File: config.mk
export PLATFORM = sky130hd
export DESIGN_NAME = monim_sm_ctrl_flat
export DESIGN_NICKNAME = d
export VERILOG_FILES = /design/src/rtl/monim_sm_ctrl_if.sv /design/src/rtl/monim_sm_ctrl.sv /design/src/flat_wrapper.sv
export SDC_FILE = /design/constraint.sdc
export NUM_CORES = 1
export LEC_CHECK = 0
export CORE_UTILIZATION = 60
export CTS_BUF_LIST = sky130_fd_sc_hd__clkbuf_4 sky130_fd_sc_hd__clkbuf_8
export CTS_CLUSTER_SIZE = 25
export DETAILED_ROUTE_END_ITERATION = 6
export DONT_BUFFER_PORTS = 1
export PLACE_DENSITY = 0.78
export SYNTH_ARGS = -nofsm -noshare
export SYNTH_HDL_FRONTEND = slang
export SYNTH_SLANG_ARGS = --single-unit
File: constraint.sdc
create_clock -name clk_i -period 2.55 [get_ports clk_i]
set_input_delay 0.51 -clock clk_i [delete_from_list [all_inputs] [get_ports clk_i]]
set_output_delay 0.51 -clock clk_i [all_outputs]
set_load 0.01 [all_outputs]
File: src/rtl/monim_sm_ctrl_if.sv
// Control, sample and result signals of the monitor sampling scheduler.
// The master side drives requests and raw samples; the slave side returns captures.
interface monim_sm_ctrl_if #(
    parameter int DW = 32,
    parameter int PW = 16
);
    logic          enable_i;
    logic [PW-1:0] period_i;
    logic          single_i;
    logic          freeze_i;
    logic          ack_i;
    logic          clr_i;
    logic [DW-1:0] data_p_sm_1_i;
    logic [DW-1:0] data_p_sm_2_i;
    logic [DW-1:0] p_sm_1_o;
    logic [DW-1:0] p_sm_2_o;
    logic          valid_o;
    logic [15:0]   seq_o;
    logic [7:0]    drop_cnt_o;
    logic [1:0]    state_o;

    modport master (
        output enable_i, period_i, single_i, freeze_i, ack_i, clr_i,
        output data_p_sm_1_i, data_p_sm_2_i,
        input  p_sm_1_o, p_sm_2_o, valid_o, seq_o, drop_cnt_o, state_o
    );

    modport slave (
        input  enable_i, period_i, single_i, freeze_i, ack_i, clr_i,
        input  data_p_sm_1_i, data_p_sm_2_i,
        output p_sm_1_o, p_sm_2_o, valid_o, seq_o, drop_cnt_o, state_o
    );
endinterface

File: src/rtl/monim_sm_ctrl.sv
// Sampling scheduler: periodic/one-shot capture of the sample pair,
// freeze while the reader holds it, drop counting and catch-up capture.
module monim_sm_ctrl #(
    parameter int DW = 32,
    parameter int PW = 16
) (
    input logic           clk_i,
    input logic           arst_ni,
    monim_sm_ctrl_if.slave bus
);
    typedef enum logic [1:0] {
        IDLE  = 2'd0,
        RUN   = 2'd1,
        HOLD  = 2'd2,
        CATCH = 2'd3
    } state_t;

    state_t        state_q, state_d;
    logic [PW-1:0] cnt_q, cnt_d, run_cnt;
    logic          pend_q, pend_d;
    logic [DW-1:0] p1_q, p2_q;
    logic          valid_q;
    logic [15:0]   seq_q;
    logic [7:0]    drop_q;
    logic          tick, req, cap, drop_ev;

    always_comb begin
        tick    = 1'b0;
        req     = 1'b0;
        run_cnt = '0;
        state_d = state_q;
        cnt_d   = cnt_q;
        pend_d  = pend_q;
        cap     = 1'b0;
        drop_ev = 1'b0;

        tick = (state_q == RUN || state_q == HOLD) &&
               bus.enable_i && (cnt_q == '0);
        req  = tick || bus.single_i;

        // free-running countdown shared by RUN, HOLD and CATCH
        if (bus.enable_i)
            run_cnt = (cnt_q == '0) ? bus.period_i : cnt_q - PW'(1);

        unique case (state_q)
            IDLE: begin
                cnt_d = bus.enable_i ? bus.period_i : '0;
                if (bus.freeze_i) begin
                    state_d = HOLD;
                end else begin
                    cap = bus.single_i;
                    if (bus.enable_i)
                        state_d = RUN;
                end
            end
            RUN: begin
                cnt_d = run_cnt;
                if (bus.freeze_i) begin
                    state_d = HOLD;
                end else if (!bus.enable_i) begin
                    state_d = IDLE;
                    cap     = bus.single_i;
                end else begin
                    cap = req;
                    if (bus.single_i)
                        cnt_d = bus.period_i;
                end
            end
            HOLD: begin
                cnt_d = run_cnt;
                if (req) begin
                    pend_d  = 1'b1;
                    drop_ev = 1'b1;
                end
                if (!bus.freeze_i) begin
                    if (pend_q || req)
                        state_d = CATCH;
                    else if (bus.enable_i)
                        state_d = RUN;
                    else
                        state_d = IDLE;
                end
            end
            CATCH: begin
                cnt_d  = run_cnt;
                cap    = 1'b1;
                pend_d = 1'b0;
                if (bus.freeze_i)
                    state_d = HOLD;
                else if (bus.enable_i)
                    state_d = RUN;
                else
                    state_d = IDLE;
            end
            default: state_d = IDLE;
        endcase
    end

    always_ff @(posedge clk_i or negedge arst_ni) begin
        if (!arst_ni) begin
            state_q <= IDLE;
            cnt_q   <= '0;
            pend_q  <= 1'b0;
        end else begin
            state_q <= state_d;
            cnt_q   <= cnt_d;
            pend_q  <= pend_d;
        end
    end

    always_ff @(posedge clk_i or negedge arst_ni) begin
        if (!arst_ni) begin
            p1_q    <= '0;
            p2_q    <= '0;
            valid_q <= 1'b0;
            seq_q   <= '0;
        end else if (cap) begin
            p1_q    <= bus.data_p_sm_1_i;
            p2_q    <= bus.data_p_sm_2_i;
            valid_q <= 1'b1;
            seq_q   <= seq_q + 16'd1;
        end else if (bus.ack_i) begin
            valid_q <= 1'b0;
        end
    end

    // clear wins over count, but a simultaneous drop still registers as one
    always_ff @(posedge clk_i or negedge arst_ni) begin
        if (!arst_ni)
            drop_q <= '0;
        else if (bus.clr_i)
            drop_q <= {7'd0, drop_ev};
        else if (drop_ev && drop_q != 8'hFF)
            drop_q <= drop_q + 8'd1;
    end

    assign bus.p_sm_1_o   = p1_q;
    assign bus.p_sm_2_o   = p2_q;
    assign bus.valid_o    = valid_q;
    assign bus.seq_o      = seq_q;
    assign bus.drop_cnt_o = drop_q;
    assign bus.state_o    = state_q;
endmodule

File: src/flat_wrapper.sv
// flat-port wrapper written by rule: the top's interface ports become plain ports
module monim_sm_ctrl_flat 
#(
    parameter int DW = 32,
    parameter int PW = 16
)
  (clk_i, arst_ni, bus_enable_i, bus_period_i, bus_single_i, bus_freeze_i, bus_ack_i, bus_clr_i, bus_data_p_sm_1_i, bus_data_p_sm_2_i, bus_p_sm_1_o, bus_p_sm_2_o, bus_valid_o, bus_seq_o, bus_drop_cnt_o, bus_state_o);
  monim_sm_ctrl_if #(.DW(DW), .PW(PW)) bus_i ();
  input logic clk_i;
  input logic arst_ni;
  input wire logic [$bits(bus_i.enable_i)-1:0] bus_enable_i;
  input wire logic [$bits(bus_i.period_i)-1:0] bus_period_i;
  input wire logic [$bits(bus_i.single_i)-1:0] bus_single_i;
  input wire logic [$bits(bus_i.freeze_i)-1:0] bus_freeze_i;
  input wire logic [$bits(bus_i.ack_i)-1:0] bus_ack_i;
  input wire logic [$bits(bus_i.clr_i)-1:0] bus_clr_i;
  input wire logic [$bits(bus_i.data_p_sm_1_i)-1:0] bus_data_p_sm_1_i;
  input wire logic [$bits(bus_i.data_p_sm_2_i)-1:0] bus_data_p_sm_2_i;
  output wire logic [$bits(bus_i.p_sm_1_o)-1:0] bus_p_sm_1_o;
  output wire logic [$bits(bus_i.p_sm_2_o)-1:0] bus_p_sm_2_o;
  output wire logic [$bits(bus_i.valid_o)-1:0] bus_valid_o;
  output wire logic [$bits(bus_i.seq_o)-1:0] bus_seq_o;
  output wire logic [$bits(bus_i.drop_cnt_o)-1:0] bus_drop_cnt_o;
  output wire logic [$bits(bus_i.state_o)-1:0] bus_state_o;
  assign bus_i.enable_i = bus_enable_i;
  assign bus_i.period_i = bus_period_i;
  assign bus_i.single_i = bus_single_i;
  assign bus_i.freeze_i = bus_freeze_i;
  assign bus_i.ack_i = bus_ack_i;
  assign bus_i.clr_i = bus_clr_i;
  assign bus_i.data_p_sm_1_i = bus_data_p_sm_1_i;
  assign bus_i.data_p_sm_2_i = bus_data_p_sm_2_i;
  assign bus_p_sm_1_o = bus_i.p_sm_1_o;
  assign bus_p_sm_2_o = bus_i.p_sm_2_o;
  assign bus_valid_o = bus_i.valid_o;
  assign bus_seq_o = bus_i.seq_o;
  assign bus_drop_cnt_o = bus_i.drop_cnt_o;
  assign bus_state_o = bus_i.state_o;
  monim_sm_ctrl #(.DW(DW), .PW(PW)) u_core (.clk_i(clk_i), .arst_ni(arst_ni), .bus(bus_i));
endmodule
**After elaboration in Yosys (flattened, before gate mapping)**

Cells that the tools add are included.

- $add $sub $neg: 3
- Equality and inequality tests: 8
- Mux-type cells: 28
- Reduce and logical (&&, ||, !) cells: 14

Operators with widths:

| kind | count |
|---|---|
| $mux 16 | 6 |
| $pmux 16 s3 | 1 |
| $add 16x1->16 const B | 1 |
| $logic_not 16->1 | 1 |
| $mux 8 | 2 |
| $sub 16x1->16 const B | 1 |
| $mux 2 | 7 |
| $mux 1 | 9 |
| $add 8x1->8 const B | 1 |
| $ne 8x8->1 const B | 1 |
| $pmux 2 s4 | 1 |
| $ne 3x3->1 const B | 2 |
| $reduce_bool 2->1 | 3 |
| $eq 2x2->1 const B | 2 |
| $logic_and 1x1->1 | 3 |
| $logic_or 1x1->1 | 3 |
| $pmux 1 s3 | 1 |
| $reduce_and 3->1 | 1 |
| $eq 2x1->1 const B | 1 |
| $logic_not 2->1 | 1 |
| $ne 2x1->1 const B | 1 |
| $ne 2x2->1 const B | 1 |
| $pmux 1 s2 | 1 |
| $reduce_and 2->1 | 1 |
| $reduce_or 2->1 | 1 |

- Register bits after elaboration: 108
- Bits of input ports: 87
- Output and inout port bits: 91
- Logic and storage cells: 61

**Depth between registers and ports, before layout**

Gate-level depths: netlist of run 1.

- Depth after elaboration: 10
- Mapped depth: 9
- Mapped depth without buffers: 7

**Least setup slack after synthesis of run 1**

No wires, ideal clock.

- Path type: register -> register
- From: reg u_core.cnt_q[0]
- To: reg u_core.p1_q[0] (netlist: u_core.bus.p_sm_1_o[0])
- Setup time: 0.125 ns
- Arrival: 2.304 ns
- Data required time: 2.425 ns
- Slack: 0.121 ns
- Cell stages (with the launch flop): 10
- Path buffers: 2
- Clock period less this slack: 2.429 ns
- Path through: dfrtp_1 inv_1 ha_1 nor4b_1 nand4_2 o41a_4 nor2_4 buf_8 buf_12 mux2_4

- Longest elaborated chain between the ends: 6

Ends and longest elaborated chain:

| what | line | RTL |
|---|---|---|
| start, declared | monim_sm_ctrl.sv:19 | `logic [PW-1:0] cnt_q, cnt_d, run_cnt;` |
| start signal, assigned | monim_sm_ctrl.sv:106 | `cnt_q <= cnt_d;` |
| $logic_not 16->1 | monim_sm_ctrl.sv:38 | `bus.enable_i && (cnt_q == '0);` |
| $logic_and 1x1->1 | monim_sm_ctrl.sv:38 |  |
| $logic_or 1x1->1 | monim_sm_ctrl.sv:39 | `req = tick \|\| bus.single_i;` |
| $mux 1 | monim_sm_ctrl.sv:60 | `end else if (!bus.enable_i) begin` |
| $mux 1 | monim_sm_ctrl.sv:58 | `if (bus.freeze_i) begin` |
| $pmux 1 s3 | monim_sm_ctrl.sv:45 | `unique case (state_q)` |
| end signal, assigned | monim_sm_ctrl.sv:118 | `p1_q <= bus.data_p_sm_1_i;` |
| end, declared | monim_sm_ctrl.sv:21 | `logic [DW-1:0] p1_q, p2_q;` |

No other way between the ends.
A chain may end at the register's enable or synchronous reset.

**Worst setup path after layout of run 1**

- From: reg u_core.cnt_q[1]
- To: reg u_core.p2_q[8] (netlist: u_core.bus.p_sm_2_o[8])

- Longest elaborated chain between the ends: 6

Ends and longest elaborated chain:

| what | line | RTL |
|---|---|---|
| $logic_not 16->1 | monim_sm_ctrl.sv:38 |  |
| $logic_and 1x1->1 | monim_sm_ctrl.sv:38 |  |
| $logic_or 1x1->1 | monim_sm_ctrl.sv:39 |  |
| $mux 1 | monim_sm_ctrl.sv:60 |  |
| $mux 1 | monim_sm_ctrl.sv:58 |  |
| $pmux 1 s3 | monim_sm_ctrl.sv:45 |  |
| end signal, assigned | monim_sm_ctrl.sv:119 | `p2_q <= bus.data_p_sm_2_i;` |
| end, declared | monim_sm_ctrl.sv:21 |  |

No other way between the ends.

==> results_dict.tcl, run 1 <==
set metrics [dict create \
    hold_viol 108 \
    ys_seq_area_share_pct 51.74 \
    nFillCells 598 \
    n_antenna_cell 0 \
    coreArea_sq_um 8341 \
    synth_ff_type "dfrtp_1" \
    power.switching_uw 2914 \
    wl_per_cell_microns 20.22 \
    outcome "finished with violations" \
    p_clk_share_pct 13.5 \
    crit_path_start_kind "flip-flop" \
    numCtsBuffers 9 \
    powerDensity_nw_per_um2 1336 \
    finalCriticalPeriod_ns 2.409 \
    num_rows 33 \
    antenna_left 0 \
    synth_cells 417 \
    grt.overflow.total 0 \
    start_util_pct 62.63 \
    synth_nets 512 \
    relSlewSlack_pct 41.15 \
    routed_wl_mm 10.92 \
    worstSkewPairLatency_ns 0.38 \
    combPwrFrac_pct 43.0 \
    arrival_ns 2.68 \
    worst_slack_ns 0.1409 \
    clock_skew_ns 0.01621 \
    clock.fmax_ghz 0.4151 \
    dp_hpwl_mm 7.741 \
    synth_area_per_cell_sq_um 12.53 \
    htree_levels 3 \
    dieArea_sq_um 9083 \
    grt_max_degree 109 \
    gp_congestion 0.8281 \
    cp_max_fo 18 \
    setup_violations 0 \
    post_cts.repair.setup_buffers 0 \
    vias_per_cell 6.120 \
    clockRootBuffer "clkbuf_8" \
    cts.reportedPaths.clkPinSlew_ns 0.11 \
    cts_tree "built" \
    drt-pass1-iter-count 4 \
    synth_edf_count 0 \
    ys_seq_elements 108 \
    drive_gt1_share_pct 27.36 \
    r2r_start "u_core.cnt_q[1]" \
    rsz0062_at_grt "no" \
    drt_iter0_drc 180 \
    pre_cts_slack_ns 0.01486 \
    worstRegToRegCells 9 \
    end_kind "flip-flop" \
    crit_start "u_core.cnt_q[1]" \
    antenna_found_initial 0 \
    syn2layout_area_growth_pct 7.856 \
    critPathRequiredTime_ns 2.82 \
    drv_cap 0 \
    fin_crit_sh_pct 94.47 \
    yosys_warnings 0 \
    chipWidth_microns 95.31 \
    worst_hold_slack_ns -0.1748 \
    synth_area_sq_um 5224 \
    vdd.ir_drop.worst_uv 751.9 \
    vias 3305 \
    internal_power_uw 4612 \
    drc 0 \
    r2r_setup_slack_ns 0.14 \
    worstMarginPinSlew_ns 0.8828 \
    setup_tns_ns 0 \
    slew_violations 0 \
    p_leak_uw 0.002517 \
    violations "negative hold slack" \
    cts_sinks 108 \
    die_y_microns 95.31 \
    postSynth.asyncResetShare_pct 100.0 \
    grt_pass1_vias 3306 \
    layout.nets 525 \
    clk_path_buf_depth 2 \
    ios 178 \
    io_buffers 0 \
    grt_usage_pct 24.02 \
    p_sw_share_pct 38.72 \
    seqPwrFrac_pct 43.4 \
    hp-class "in -> async" \
    grt_pass1_wl_mm 16.49 \
    criticalPathCategory "reg -> reg" \
    synth_cell_types 55 \
]
-- cells by family (layout without fill, tap and decap cells) --
kind of cell / after synthesis / count (layout) / share of synthesized area [%]
adders and majority gates: 8 / 8 / 1.916
xor gates and xnor gates: 26 / 26 / 4.359
and+or+nand+nor: 114 / 114 / 12.79
buffers and inverters: 28 / 46 / 3.784
AOI/OAI and AO/OA: 66 / 66 / 8.144
DFF: 108 / 108 / 51.74
muxes: 67 / 67 / 17.27
-- stage by stage --
step | instances | utilization, % | hold slack (ns) | power, uW | area (sq um)
6_report | 540 | 67.55 | -0.1748 | 7526 | 5634
2_1_floorplan | 417 | - | 0.2144 | 5770 | 5224
3_5_place_dp | 524 | 64.88 | 0.2171 | 6504 | 5411
4_1_cts | 540 | 67.19 | -0.1992 | 7546 | 5604
3_3_place_gp | 524 | 64.88 | 0.2166 | 6332 | 5411
5_1_grt | 540 | 67.55 | -0.2073 | 7977 | 5634
-- routing by layer --
metal  part of all wire [%]  vias to the layer above  global-route usage [%]
met4                    1.0                        0                   7.197
met5                      0                        -                       0
met3                    8.9                        9                   8.692
met2                     50                      150                   39.17
met1                     40                     1628                   29.89
li1                       -                     1518                       -
-- layout by cell type, fill, tap and decap left out, types with 8 or more instances in the layout --
cell,netlist,layout
mux2_4,40,40
xor2_1,18,18
nand3_1,10,10
ha_1,8,8
inv_1,9,9
nor3_1,10,10
nand2_1,32,32
nor2_1,15,15
a21oi_1,17,17
buf_4,2,16
clkbuf_8,0,9
o21ai_0,21,21
mux2_2,25,25
xnor2_1,8,8
dfrtp_1,108,108
-- final timing paths --
| check | endpoint |
|---|---|
| max | u_core.bus.p_sm_2_o[8] |
| min | u_core.cnt_q[5] |
| max reg2reg | u_core.bus.p_sm_2_o[8] |
| min reg2reg | u_core.bus.seq_o[15] |
| max in group asynchronous | u_core.cnt_q[2] |
| min in group clk_i | u_core.bus.drop_cnt_o[3] |
-- cell type report --
class	instances	area, sq um	share of cell area (%)
Clock inverter	7	68.82	1.221
Inverter	9	33.78	0.5996
Tap cell	105	131.4	2.332
Multi-Input combinational cell	281	2354	41.77
Clock buffer	9	123.9	2.199
Timing Repair Buffer	21	220.2	3.909
Sequential cell	108	2703	47.97
-- flip-flops by register name, summed over array words and instances (netlist names) --
name / flops
u_core.bus.p_sm_1_o: 32
u_core.bus.p_sm_2_o: 32
u_core.bus.valid_o: 1
u_core.bus.seq_o: 16
u_core.bus.drop_cnt_o: 8
u_core.bus.state_o: 2
u_core.pend_q: 1
u_core.cnt_q: 16
-- critical path, cell delays in order (launching register included) --
cell,delay (ns)
dfrtp_1,0.39
inv_1,0.09
ha_1,0.15
nor4b_2,0.26
nand4_2,0.18
o41a_4,0.48
nor2_4,0.11
buf_12,0.14
buf_12,0.16
mux2_2,0.35
-- cell usage after synthesis, types with 8 or more instances --
cell        n  share of area (%)
ha_1        8                1.9
a21oi_1    17                1.6
nor2_1     15                1.1
clkbuf_1    9               0.65
mux2_4     40                 11
nand3_1    10               0.96
xnor2_1     8                1.3
inv_1       9               0.65
mux2_2     25                5.4
xor2_1     18                3.0
nand2_1    32                2.3
dfrtp_1   108                 52
nor3_1     10               0.96
o21ai_0    21                2.0
-- power groups by stage --
stage               clock (uW)  sequential, uW  combinational (uW)
floorplan                    0            3130                2640
global placement             0            3270                3060
detailed placement           0            3290                3210
CTS                       1050            3280                3220
global route              1100            3360                3510
finish                    1020            3270                3240
-- what timing repair did --
action	in CTS	in global routing
endpoints found under the hold margin	108	108
gates resized for setup	0	5
setup endpoints to repair	0	81
Power figures use the tool's default switching activity.
==> run 2, diff against run 1 <==
--- a/config.mk
+++ b/config.mk
@@ -11,6 +11,7 @@
 export DETAILED_ROUTE_END_ITERATION = 6
 export DONT_BUFFER_PORTS = 1
 export PLACE_DENSITY = 0.78
+export RECOVER_POWER = 100
 export SYNTH_ARGS = -nofsm -noshare
 export SYNTH_HDL_FRONTEND = slang
 export SYNTH_SLANG_ARGS = --single-unit
==> results_dict.tcl, run 2 (synthesized netlist as in run 1, its figures left out) <==
set metrics [dict create \
    outcome "finished with violations" \
    violations "negative hold slack" \
    fin_crit_sh_pct 94.46 \
    cts.reportedPaths.clkPinSlew_ns 0.11 \
    syn2layout_area_growth_pct 5.916 \
    crit_path_start_kind "flip-flop" \
    hold_viol 108 \
    final_cell_mix "dfrtp_1, nand2_1, mux2_2, mux2_4, o21ai_0" \
    worst_slack_ns 0.1413 \
    layout.nets 525 \
    slowest_stage "o41a_4" \
    critPathRequiredTime_ns 2.81 \
    layout_commonest_cell "dfrtp_1" \
    top_layer "met4" \
    pre_cts_slack_ns 0.01486 \
    clk_path_buf_depth 2 \
    relSlewSlack_pct 40.82 \
    ios 178 \
    cts_sinks 108 \
    grt.overflow.total 0 \
    vias_per_cell 6.161 \
    setup_violations 0 \
    die_y_microns 95.31 \
    vias 3327 \
    wl_met2_mm 5.424 \
    worstPathCellList "inv_1, ha_1, nor4b_2, nand4_2, o41a_4, nor2_4, buf_12, buf_12, mux2_1" \
    dieArea_sq_um 9083 \
    routed_wl_mm 10.92 \
    p_sw_share_pct 39.29 \
    cp_num_buf_inv 3 \
    grt_usage_pct 24.02 \
    final_util_pct 66.34 \
    combPwrFrac_pct 41.5 \
    wl_met1_mm 4.410 \
    hp-class "in -> async" \
    crit_start "u_core.cnt_q[1]" \
    n_antenna_cell 0 \
    cp_top_family "simple AND/OR/NAND/NOR gates" \
    start_util_pct 62.63 \
    power.switching_uw 2871 \
    io_buffers 0 \
    grt_pass1_wl_mm 16.49 \
    r2r_setup_slack_ns 0.14 \
    rsz0062_at_grt "no" \
    drc 0 \
    worstMarginPinSlew_ns 0.8876 \
    chipWidth_microns 95.31 \
    cp_max_fo 18 \
    cpPeakStageDelay_ns 0.48 \
    internal_power_uw 4436 \
    setup_tns_ns 0 \
    worst_path_most_repeated_cell "buf_12" \
    criticalPathCategory "reg -> reg" \
    grt_max_degree 109 \
    arrival_ns 2.66 \
    clock.fmax_ghz 0.4152 \
    finalCriticalPeriod_ns 2.409 \
    vdd.ir_drop.worst_uv 712.9 \
    drt-pass1-iter-count 4 \
    drive_gt1_share_pct 22.30 \
    wl_per_cell_microns 20.21 \
    dr_wl_met3_microns 977 \
    num_rows 33 \
    clockRootBuffer "clkbuf_8" \
    antenna_found_initial 0 \
    r2r_start "u_core.cnt_q[1]" \
    end_kind "flip-flop" \
    grt_pass1_vias 3306 \
    drt_iter0_drc 188 \
    seqPwrFrac_pct 44.6 \
    dp_hpwl_mm 7.741 \
    gp_congestion 0.8281 \
    worstSkewPairLatency_ns 0.37 \
    p_clk_share_pct 13.9 \
    htree_levels 3 \
    slew_violations 0 \
    coreArea_sq_um 8341 \
    cts_tree "built" \
    drv_cap 0 \
    clock_skew_ns 0.01120 \
    powerDensity_nw_per_um2 1321 \
    p_leak_uw 0.002448 \
    placed_area_sq_um 5411 \
    numCtsBuffers 9 \
    post_cts.repair.setup_buffers 0 \
    worst_hold_slack_ns -0.1730 \
    antenna_left 0 \
    final_area_sq_um 5533 \
]
[run 2: changes by cell type in the layout (fill, tap and decap cells not counted), sizes merged]
cell | before | now
clkbuf | 9 | 14
buf | 21 | 16
[run 2: power by group through the flow]
stage               registers, uW  clock network [uW]  logic, uW
detailed placement           3290                   0       3210
CTS                          3280                1050       3220
floorplan                    3130                   0       2640
global route                 3360                1100       3300
finish                       3260                1010       3030
global placement             3270                   0       3060
[run 2: layout make-up]
| class | instances | area (sq um) |
|---|---|---|
| Tap cell | 105 | 131.4 |
| Clock buffer | 9 | 123.9 |
| Timing Repair Buffer | 21 | 202.7 |
| Sequential cell | 108 | 2703 |
| Fill cell | 632 | 2808 |
| Clock inverter | 7 | 68.82 |
| Inverter | 9 | 33.78 |
| Multi-Input combinational cell | 281 | 2270 |
[run 2: final timing paths]
path | to | depth (start not counted)
min reg2reg | u_core.bus.seq_o[15] | 1
max reg2reg | u_core.bus.p_sm_1_o[5] | 9
max in group asynchronous | u_core.cnt_q[2] | 0
min | u_core.cnt_q[5] | 0
min in group clk_i | u_core.bus.drop_cnt_o[3] | 1
max | u_core.bus.p_sm_1_o[5] | 9
[run 2: metal layers]
| metal | vias to the layer above | global-route usage, % |
|---|---|---|
| met5 | - | 0 |
| met4 | 0 | 7.197 |
| met3 | 9 | 8.692 |
| met2 | 148 | 39.17 |
| met1 | 1653 | 29.89 |
| li1 | 1517 | - |
[run 2: per-stage QoR]
stage | instances | total power [uW]
final | 540 | 7306
after global routing | 540 | 7756
after CTS | 540 | 7546
after detailed placement | 524 | 6504
after global placement | 524 | 6332
after floorplan | 417 | 5770
[run 2: repair_timing]
action | in CTS | in global routing
endpoints found under the hold margin | 108 | 108
setup endpoints to repair | 0 | 81
resized for setup | 0 | 5
==> run 3, diff against run 2 <==
==> constraint.sdc (replaced) <==
create_clock -name clk_i -period 2.55 [get_ports clk_i]
set_input_delay 0.255 -clock clk_i [delete_from_list [all_inputs] [get_ports clk_i]]
set_output_delay 0.255 -clock clk_i [all_outputs]
set_load 0.01 [all_outputs]
==> results_dict.tcl, run 3 (synthesized netlist as in run 1, its figures left out) <==
set metrics [dict create \
    outcome "finished with violations" \
    violations "negative hold slack" \
    crit_path_start_kind "flip-flop" \
    fin_crit_sh_pct 94.11 \
    n_antenna_cell 0 \
    grt_max_degree 109 \
    drt_iter0_drc 181 \
    drt-pass1-iter-count 4 \
    rsz0062_at_grt "no" \
    grt_pass1_vias 3335 \
    p_leak_uw 0.002510 \
    drive_gt1_share_pct 21.56 \
    cp_max_fo 18 \
    grt_usage_pct 24.16 \
    worstMarginPinSlew_ns 0.8967 \
    clock.fmax_ghz 0.4167 \
    post_cts.repair.setup_buffers 0 \
    r2r_setup_slack_ns 0.15 \
    final_cell_mix "dfrtp_1, nand2_1, mux2_2, mux2_4, o21ai_0" \
    syn2layout_area_growth_pct 8.790 \
    num_rows 33 \
    r2r_start "u_core.cnt_q[1]" \
    vias 3382 \
    coreArea_sq_um 8341 \
    drv_cap 0 \
    worstSkewPairLatency_ns 0.37 \
    drc 0 \
    vias_per_cell 6.094 \
    hp-class "in -> async" \
    placed_area_sq_um 5411 \
    die_y_microns 95.31 \
    wl_per_cell_microns 19.84 \
    critPathRequiredTime_ns 2.81 \
    dieArea_sq_um 9083 \
    grt.overflow.total 0 \
    vdd.ir_drop.worst_uv 711.8 \
    arrival_ns 2.66 \
    clockRootBuffer "clkbuf_8" \
    powerDensity_nw_per_um2 1289 \
    setup_violations 0 \
    dp_hpwl_mm 7.741 \
    worst_hold_slack_ns -0.4287 \
    layout_commonest_cell "dfrtp_1" \
    criticalPathCategory "reg -> reg" \
    hold_viol 108 \
    gp_congestion 0.8281 \
    ios 178 \
    htree_levels 3 \
    rr_endpoint "u_core.bus.p_sm_1_o[17]" \
    setup_tns_ns 0 \
    final_area_sq_um 5683 \
    clk_path_buf_depth 2 \
    finalCriticalPeriod_ns 2.400 \
    routed_wl_mm 11.01 \
    cts.reportedPaths.clkPinSlew_ns 0.11 \
    p_total_uw 7323 \
    end_kind "flip-flop" \
    slew_violations 0 \
    relSlewSlack_pct 40.22 \
    antenna_left 0 \
    cts_tree "built" \
    antenna_found_initial 0 \
    layout.nets 540 \
    worstRegToRegCells 9 \
    grt_pass1_wl_mm 16.57 \
    cts_sinks 108 \
    clock_skew_ns 0.01304 \
    start_util_pct 62.63 \
    numCtsBuffers 9 \
    chipWidth_microns 95.31 \
    io_buffers 0 \
]
run 3: cell types whose count changed in the layout (fill, tap and decap cells not counted):
cell / change
dlygate4sd3_1: +15
run 3: metrics by stage:
stage	hold WS [ns]	worst slack (ns)	cells	utilization [%]
after CTS	-0.4542	0.003788	546	67.91
final	-0.4287	0.1501	555	68.14
after global routing	-0.4623	0.005979	555	68.14
after floorplan	-0.04059	0.1213	417	-
after global placement	-0.03837	0.09513	524	64.88
after detailed placement	-0.03795	0.01486	524	64.88
run 3: where the power goes:
group          total [uW]  internal [uW]  switching (uW)  leakage (uW)
Sequential           3260           2410             852       0.00134
Clock                1010            383             627     0.0000968
Combinational        3050           1660            1390       0.00107
Total                7320           4450            2870       0.00251
run 3: critical path, stage by stage (launching register included):
cell and delay [ns]:
dfrtp_1 0.39, inv_1 0.08, ha_1 0.15, nor4b_2 0.26, nand4_2 0.18, o41a_4 0.48, nor2_4 0.11, buf_12 0.14
buf_12 0.16, mux2_2 0.35
run 3: final cells by class:
| type | count | area (sq um) |
|---|---|---|
| inverters | 9 | 33.78 |
| flip-flops and latches | 108 | 2703 |
| well taps | 105 | 131.4 |
| clock buffers | 9 | 123.9 |
| repair buffers | 36 | 352.8 |
| multi-input cells | 281 | 2270 |
| fillers | 619 | 2658 |
| clock inverters | 7 | 68.82 |
run 3: repair_timing:
| item | in CTS | in global routing |
|---|---|---|
| endpoints found under the setup margin | 0 | 81 |
| hold buffers | 6 | 9 |
| gates resized for setup | 0 | 5 |
| endpoints found under the hold margin | 120 | 117 |
run 3: routing by layer:
layer	vias to the layer above	GRT usage, %	share of wire [%]
met5	-	0	0
met4	0	7.576	1.4
met3	13	8.692	8.8
met2	150	39.40	50
met1	1673	29.94	40
li1	1546	-	-
run 3: worst max path at each step:
stage	from	to	cells past startpoint
after floorplan	u_core.cnt_q[0]	u_core.bus.p_sm_1_o[0]	9
after global placement	u_core.cnt_q[0]	u_core.bus.p_sm_2_o[8]	9
after detailed placement	u_core.cnt_q[1]	u_core.bus.seq_o[8]	8
after CTS	u_core.cnt_q[1]	u_core.bus.seq_o[8]	8
after global routing	u_core.cnt_q[1]	u_core.bus.p_sm_1_o[3]	9
final	u_core.cnt_q[1]	u_core.bus.p_sm_1_o[17]	9
